File: config.mk
export PLATFORM = sky130hd
export DESIGN_NAME = pump_ctrl
export DESIGN_NICKNAME = d
export VERILOG_FILES = /design/src/rtl/pump_pkg.sv /design/src/rtl/level_debounce.sv /design/src/rtl/pump_ctrl.sv
export SDC_FILE = /design/constraint.sdc
export NUM_CORES = 1
export LEC_CHECK = 0
export ABC_AREA = 1
export ABC_CLOCK_PERIOD_IN_PS = 2500
export CAP_MARGIN = 10
export CORE_MARGIN = 5
export CORE_UTILIZATION = 55
export DETAILED_ROUTE_END_ITERATION = 16
export PLACE_DENSITY = 0.86
export SYNTH_ARGS = -nofsm -noshare
export SYNTH_HDL_FRONTEND = slang
export SYNTH_SLANG_ARGS = --single-unit
File: constraint.sdc
create_clock -name clk -period 2.5 [get_ports clk]
set_clock_uncertainty 0.2 [all_clocks]
set_input_delay 0.5 -clock clk [delete_from_list [all_inputs] [get_ports clk]]
set_output_delay 0.5 -clock clk [all_outputs]
set_load 0.1 [all_outputs]
File: src/rtl/pump_pkg.sv
// Shared encodings for the pump controller: FSM states, debounced level codes
// and the mapping from the raw {full,half,empty} flag vector to a level.
package pump_pkg;

  typedef enum logic [1:0] {
    ST_IDLE     = 2'b00,
    ST_FILLING  = 2'b01,
    ST_COOLDOWN = 2'b10,
    ST_FAULT    = 2'b11
  } state_e;

  typedef enum logic [1:0] {
    LVL_UNKNOWN = 2'b00,
    LVL_EMPTY   = 2'b01,
    LVL_HALF    = 2'b10,
    LVL_FULL    = 2'b11
  } level_e;

  // Vector order is {full, half, empty}; anything not one-hot maps to unknown.
  function automatic level_e vec2level(input logic [2:0] v);
    level_e l;
    case (v)
      3'b001:  l = LVL_EMPTY;
      3'b010:  l = LVL_HALF;
      3'b100:  l = LVL_FULL;
      default: l = LVL_UNKNOWN;
    endcase
    return l;
  endfunction

  function automatic logic multi_hot(input logic [2:0] v);
    return (v & (v - 3'd1)) != 3'd0;
  endfunction

endpackage

File: src/rtl/level_debounce.sv
// Samples the tank flags, requires DEBOUNCE repeats of the same vector, then
// publishes a one-hot vector as level or flags a multi-hot vector as an error.
module level_debounce
  import pump_pkg::*;
#(
  parameter int DEBOUNCE = 4
) (
  input  logic       clk,
  input  logic       rst,
  input  logic [2:0] vec_i,
  output level_e     level_o,
  output logic       sensor_err_o
);

  localparam int CW = $clog2(DEBOUNCE + 1);
  localparam logic [CW-1:0] CNT_MAX = CW'(DEBOUNCE);

  logic [2:0]    samp_q;
  logic [CW-1:0] cnt_q, cnt_d;
  level_e        level_q;
  logic          err_q;
  logic          reach;

  always_comb begin
    cnt_d = '0;
    if (vec_i == samp_q) cnt_d = (cnt_q == CNT_MAX) ? cnt_q : cnt_q + 1'b1;
  end

  // Fires once per stable run: the edge the counter saturates, never again.
  assign reach = (cnt_d == CNT_MAX) && (cnt_q != CNT_MAX);

  always_ff @(posedge clk) begin
    if (rst) begin
      samp_q  <= '0;
      cnt_q   <= '0;
      level_q <= LVL_UNKNOWN;
      err_q   <= 1'b0;
    end else begin
      samp_q <= vec_i;
      cnt_q  <= cnt_d;
      err_q  <= reach && multi_hot(vec_i);
      if (reach && vec2level(vec_i) != LVL_UNKNOWN) level_q <= vec2level(vec_i);
    end
  end

  assign level_o      = level_q;
  assign sensor_err_o = err_q;

endmodule

File: src/rtl/pump_ctrl.sv
// Tank fill controller: debounced level drives an IDLE/FILLING/COOLDOWN/FAULT
// FSM with a fill watchdog and a minimum pump-off interval.
module pump_ctrl
  import pump_pkg::*;
#(
  parameter int DEBOUNCE = 4,
  parameter int MAX_FILL = 1000,
  parameter int MIN_OFF  = 16
) (
  input  logic       clk,
  input  logic       rst,
  input  logic       full,
  input  logic       half,
  input  logic       empty,
  input  logic       manual_off,
  input  logic       fault_clr,
  output logic       pump_on,
  output logic [1:0] level,
  output logic [1:0] state,
  output logic       fault
);

  localparam int FW = (MAX_FILL > 1) ? $clog2(MAX_FILL) : 1;
  localparam int OW = (MIN_OFF > 1) ? $clog2(MIN_OFF) : 1;
  localparam logic [FW-1:0] FILL_LAST = FW'(MAX_FILL - 1);
  localparam logic [OW-1:0] OFF_LAST  = OW'(MIN_OFF - 1);

  level_e        lvl;
  logic          sensor_err;
  state_e        state_q, state_d;
  logic [FW-1:0] fill_q;
  logic [OW-1:0] off_q;
  logic          half_seen_q;

  level_debounce #(.DEBOUNCE(DEBOUNCE)) u_deb (
    .clk          (clk),
    .rst          (rst),
    .vec_i        ({full, half, empty}),
    .level_o      (lvl),
    .sensor_err_o (sensor_err)
  );

  always_comb begin
    state_d = state_q;
    case (state_q)
      ST_IDLE:
        if (sensor_err)                             state_d = ST_FAULT;
        else if (lvl == LVL_EMPTY && !manual_off)   state_d = ST_FILLING;
      ST_FILLING:
        if (sensor_err)                             state_d = ST_FAULT;
        else if (lvl == LVL_FULL || manual_off)     state_d = ST_COOLDOWN;
        else if (fill_q == FILL_LAST)               state_d = ST_FAULT;
      ST_COOLDOWN:
        if (sensor_err)                             state_d = ST_FAULT;
        else if (off_q == OFF_LAST)                 state_d = ST_IDLE;
      default:
        if (fault_clr)                              state_d = ST_COOLDOWN;
    endcase
  end

  always_ff @(posedge clk) begin
    if (rst) begin
      state_q     <= ST_IDLE;
      fill_q      <= '0;
      off_q       <= '0;
      half_seen_q <= 1'b0;
    end else begin
      state_q <= state_d;
      if (state_d != state_q) begin
        fill_q      <= '0;
        off_q       <= '0;
        half_seen_q <= 1'b0;
      end else if (state_q == ST_FILLING) begin
        // Reaching half-full proves progress: reload the watchdog once per fill.
        if (lvl == LVL_HALF && !half_seen_q) begin
          fill_q      <= '0;
          half_seen_q <= 1'b1;
        end else begin
          fill_q <= fill_q + 1'b1;
        end
      end else if (state_q == ST_COOLDOWN) begin
        off_q <= off_q + 1'b1;
      end
    end
  end

  assign state   = state_q;
  assign level   = lvl;
  assign pump_on = (state_q == ST_FILLING);
  assign fault   = (state_q == ST_FAULT);

endmodule

==> run_summary.xml <==
<?xml version="1.0" encoding="UTF-8"?>
<metrics>
  <group name="critical_path">
    <metric name="setup.reg_to_reg.worst_slack" unit="ns">0.54</metric>
    <metric name="crit_path_max_incr_delay" unit="ns">0.40</metric>
    <metric name="critical_path.cell_chain" unit="">inv_1, nor2_4, buf_4, buf_12</metric>
    <metric name="worstReg2RegStart" unit="">fill_q[0]</metric>
    <metric name="worst_path_max_delay_cell" unit="">sky130_fd_sc_hd__dfxtp_2</metric>
    <metric name="ff2ff_path_depth" unit="">10</metric>
    <metric name="setup.worst_path.end_class" unit="">output port</metric>
    <metric name="start_kind" unit="">flop</metric>
    <metric name="cp_data_arrival_time" unit="ns">1.35</metric>
    <metric name="critical_path_required" unit="ns">1.80</metric>
    <metric name="critical_path.max_fanout" unit="">18</metric>
    <metric name="critical_path.reg2reg.endpoint" unit="">fill_q[4]</metric>
    <metric name="setup.worst_path.class" unit="">flop to output port</metric>
  </group>
  <group name="die">
    <metric name="ioPinCount" unit="">13</metric>
    <metric name="chipHeight" unit="µm">61.4</metric>
    <metric name="placeableCoreArea" unit="µm²">2500</metric>
    <metric name="initial_core_util" unit="%">58.0</metric>
    <metric name="dieArea" unit="µm²">3760</metric>
    <metric name="die_x" unit="µm">61.4</metric>
    <metric name="floorplan.rows" unit="">18</metric>
  </group>
  <group name="synthesis">
    <metric name="synth_cells" unit="">218</metric>
    <metric name="synthDistinctLibCells" unit="">23</metric>
    <metric name="ys_top_cells_by_area" unit="">sky130_fd_sc_hd__dfxtp_1, sky130_fd_sc_hd__nand2_1, sky130_fd_sc_hd__inv_1</metric>
    <metric name="netlist_area" unit="µm²">1450</metric>
    <metric name="yosysWarnings" unit="">0</metric>
    <metric name="synth_sequential_area_ratio" unit="%">35.9</metric>
    <metric name="synth_nets" unit="">229</metric>
    <metric name="synth_area_leader_cell" unit="">sky130_fd_sc_hd__dfxtp_1</metric>
    <metric name="synthDominantCellAreaShare" unit="%">35.9</metric>
    <metric name="synth.ff_latch_count" unit="">26</metric>
    <metric name="synth.avg_cell_area" unit="µm²">6.65</metric>
  </group>
  <group name="grt">
    <metric name="first_global_vias" unit="">1136</metric>
    <metric name="grt_use_total" unit="%">16.6</metric>
    <metric name="grt_overflow" unit="">0</metric>
    <metric name="antenna_found_initial" unit="">0</metric>
    <metric name="grt_first_pass_wirelength" unit="mm">4.74</metric>
    <metric name="grt_start_max_net_pins" unit="">19</metric>
  </group>
  <group name="outcome">
    <metric name="run_status" unit="">finished, final reports clean</metric>
  </group>
  <group name="power">
    <metric name="cell_internal_pwr" unit="mW">0.525</metric>
    <metric name="power.sequential.fraction" unit="%">63.1</metric>
    <metric name="power.leakage" unit="nW">0.735</metric>
    <metric name="pwr-share-clk" unit="%">30.7</metric>
    <metric name="switching_share" unit="%">21.0</metric>
    <metric name="sw_power" unit="mW">0.139</metric>
    <metric name="pwr_cell_area" unit="nW/µm²">405</metric>
    <metric name="worst_ir_drop_vdd" unit="mV">0.399</metric>
    <metric name="fraction_of_power_consumed_by_combinational_cells" unit="%">6.2</metric>
  </group>
  <group name="run">
    <metric name="maxCapViolations" unit="">0</metric>
  </group>
  <group name="final_layout">
    <metric name="most-common-layout-cells" unit="">sky130_fd_sc_hd__nand2_1, sky130_fd_sc_hd__inv_1, sky130_fd_sc_hd__nor2_1, sky130_fd_sc_hd__dfxtp_1</metric>
    <metric name="fraction_of_final_layout_cells_sized_beyond_drive_strength_1" unit="%">12.0</metric>
    <metric name="nets" unit="">246</metric>
    <metric name="design_area" unit="µm²">1640</metric>
    <metric name="antenna-diode-count" unit="">0</metric>
    <metric name="layout.cells.most_common" unit="">sky130_fd_sc_hd__nand2_1</metric>
    <metric name="synthToLayoutAreaGrowth" unit="%">13.3</metric>
  </group>
  <group name="timing">
    <metric name="setup-violations-final" unit="">0</metric>
    <metric name="rsz0062_at_grt" unit="">false</metric>
    <metric name="layout_min_cycle_time" unit="ns">2.05</metric>
    <metric name="tightestPinTransition" unit="ns">0.390</metric>
    <metric name="totalNegativeSetupSlack" unit="ns">0</metric>
    <metric name="max_clock_freq" unit="MHz">488</metric>
    <metric name="hold_violations" unit="">0</metric>
    <metric name="drv_slew" unit="">0</metric>
    <metric name="period_share" unit="%">82.0</metric>
    <metric name="maxSlewHeadroom" unit="%">74.0</metric>
  </group>
  <group name="clock_tree">
    <metric name="htreeDepth" unit="">1</metric>
    <metric name="post_cts_resize_count" unit="">0</metric>
    <metric name="tritoncts.num_buffers" unit="">3</metric>
    <metric name="tritoncts" unit="">yes</metric>
    <metric name="ctsLongestPathBuffers" unit="">2</metric>
    <metric name="cts_hold_repair.buffers" unit="">0</metric>
    <metric name="cts.repair_timing.setup_buffer_count" unit="">0</metric>
    <metric name="path_clk_slew" unit="ns">0.13</metric>
    <metric name="clock_sinks" unit="">26</metric>
    <metric name="clk-insertion-delay-late" unit="ns">0.31</metric>
    <metric name="cts-root-buf" unit="">sky130_fd_sc_hd__clkbuf_4</metric>
  </group>
  <group name="drt">
    <metric name="drt-initial-drc-count" unit="">50</metric>
    <metric name="route.detailed.wl_per_inst" unit="µm">9.85</metric>
    <metric name="totalWireLength" unit="mm">2.60</metric>
    <metric name="drt-pass1-iter-count" unit="">4</metric>
    <metric name="count_of_vias_placed_by_the_detailed_router" unit="">1308</metric>
    <metric name="drt.antenna.violating_nets" unit="">0</metric>
    <metric name="post-route-drc-count" unit="">0</metric>
    <metric name="avgViaCountPerCell" unit="">4.95</metric>
  </group>
  <group name="worst_hold_path">
    <metric name="holdPathEnd" unit="">u_deb.level_o[0]</metric>
    <metric name="hold_wc_startpoint" unit="">u_deb.level_o[0]</metric>
    <metric name="min_path_cells" unit="">2</metric>
    <metric name="min_path_type" unit="">flop to flop</metric>
  </group>
  <group name="placed_design">
    <metric name="numPortBuffers" unit="">12</metric>
    <metric name="dp_hpwl" unit="mm">2.01</metric>
    <metric name="gp_congestion" unit="">0.866</metric>
    <metric name="dpl-instance-area" unit="µm²">1610</metric>
  </group>
</metrics>
[per-layer routing]
metal / track usage (%) / share of wire, %
met2: 27.2 / 47
met3: 2.10 / 4.9
met5: 0 / 0
met4: 6.36 / 0
met1: 22.2 / 48
[synth_stat cells]
| master | number |
|---|---|
| sky130_fd_sc_hd__a21oi_1 | 5 |
| sky130_fd_sc_hd__a31o_2 | 1 |
| sky130_fd_sc_hd__a31oi_1 | 1 |
| sky130_fd_sc_hd__a41oi_1 | 3 |
| sky130_fd_sc_hd__and3_1 | 1 |
| sky130_fd_sc_hd__buf_2 | 1 |
| sky130_fd_sc_hd__buf_6 | 1 |
| sky130_fd_sc_hd__dfxtp_1 | 26 |
| sky130_fd_sc_hd__ha_1 | 4 |
| sky130_fd_sc_hd__inv_1 | 36 |
| sky130_fd_sc_hd__mux2_2 | 1 |
| sky130_fd_sc_hd__nand2_1 | 56 |
| sky130_fd_sc_hd__nand3_1 | 10 |
| sky130_fd_sc_hd__nand3_2 | 1 |
| sky130_fd_sc_hd__nand4_1 | 8 |
| sky130_fd_sc_hd__nor2_1 | 34 |
| sky130_fd_sc_hd__nor2_2 | 10 |
| sky130_fd_sc_hd__nor2_4 | 1 |
| sky130_fd_sc_hd__nor3_1 | 2 |
| sky130_fd_sc_hd__o211ai_1 | 1 |
| sky130_fd_sc_hd__o21ai_0 | 7 |
| sky130_fd_sc_hd__xnor2_1 | 5 |
| sky130_fd_sc_hd__xor2_1 | 3 |
[state kept, by name, summed over array words and instances, names as in the netlist]
register            flops
off_q                   4
state                   2
half_seen_q             1
fill_q                 10
u_deb.samp_q            3
u_deb.sensor_err_o      1
u_deb.cnt_q             3
u_deb.level_o           2
[worst max-delay path by stage]
stage                           from   endpoint  slack [ns]  cells past startpoint
final                       state[0]    pump_on        0.45                      4
after global routing        state[0]    pump_on        0.34                      4
after CTS                   state[0]    pump_on        0.44                      4
after detailed placement  manual_off  fill_q[4]        0.21                     10
after global placement    manual_off   off_q[0]        0.26                     10
after floorplan             state[1]  fill_q[7]        0.14                      8
[cells by family (layout without fill, tap and decap cells)]
family / after synthesis / in the layout / share of synthesized area (%)
adder cells (fa/ha/maj): 4 / 4 / 3.45
AO/OA/AOI/OAI: 18 / 18 / 7.51
buffers and inverters: 38 / 54 / 10.4
multiplexers: 1 / 1 / 0.776
flip-flops: 26 / 26 / 35.9
XOR/XNOR: 8 / 8 / 4.83
AND/OR/NAND/NOR: 123 / 123 / 37.1
[worst max-delay path: cells and delay by family (launching register included)]
kind          cells  cell delay (ns)
flops             1             0.40
simple gates      1             0.10
buf+inv           3             0.54
[power by group through the flow]
stage / registers, mW / logic [mW] / clock network (mW)
6_report: 0.420 / 0.0411 / 0.204
5_1_grt: 0.420 / 0.0465 / 0.227
4_1_cts: 0.420 / 0.0414 / 0.214
3_5_place_dp: 0.429 / 0.0411 / 0
3_3_place_gp: 0.429 / 0.0409 / 0
2_1_floorplan: 0.428 / 0.0247 / 0
[metrics by stage]
step | worst slack (ns) | power [mW] | hold slack (ns) | util, % | std cells
after detailed placement | 0.214 | 0.470 | 0.286 | 64.3 | 260
after CTS | 0.439 | 0.675 | 0.318 | 65.7 | 264
after global routing | 0.345 | 0.694 | 0.330 | 65.7 | 264
after floorplan | 0.141 | 0.453 | 0.261 | - | 218
final | 0.451 | 0.665 | 0.313 | 65.7 | 264
after global placement | 0.264 | 0.470 | 0.282 | 64.3 | 260
[cell type report]
cell class,instances,area (µm²)
multi-input combinational,154,778
sequential,26,523
tap,30,37.5
clock buffer,4,36.3
inverter,36,135
fill,230,857
timing repair buffer,14,133
(Power assumes the default switching activity.)
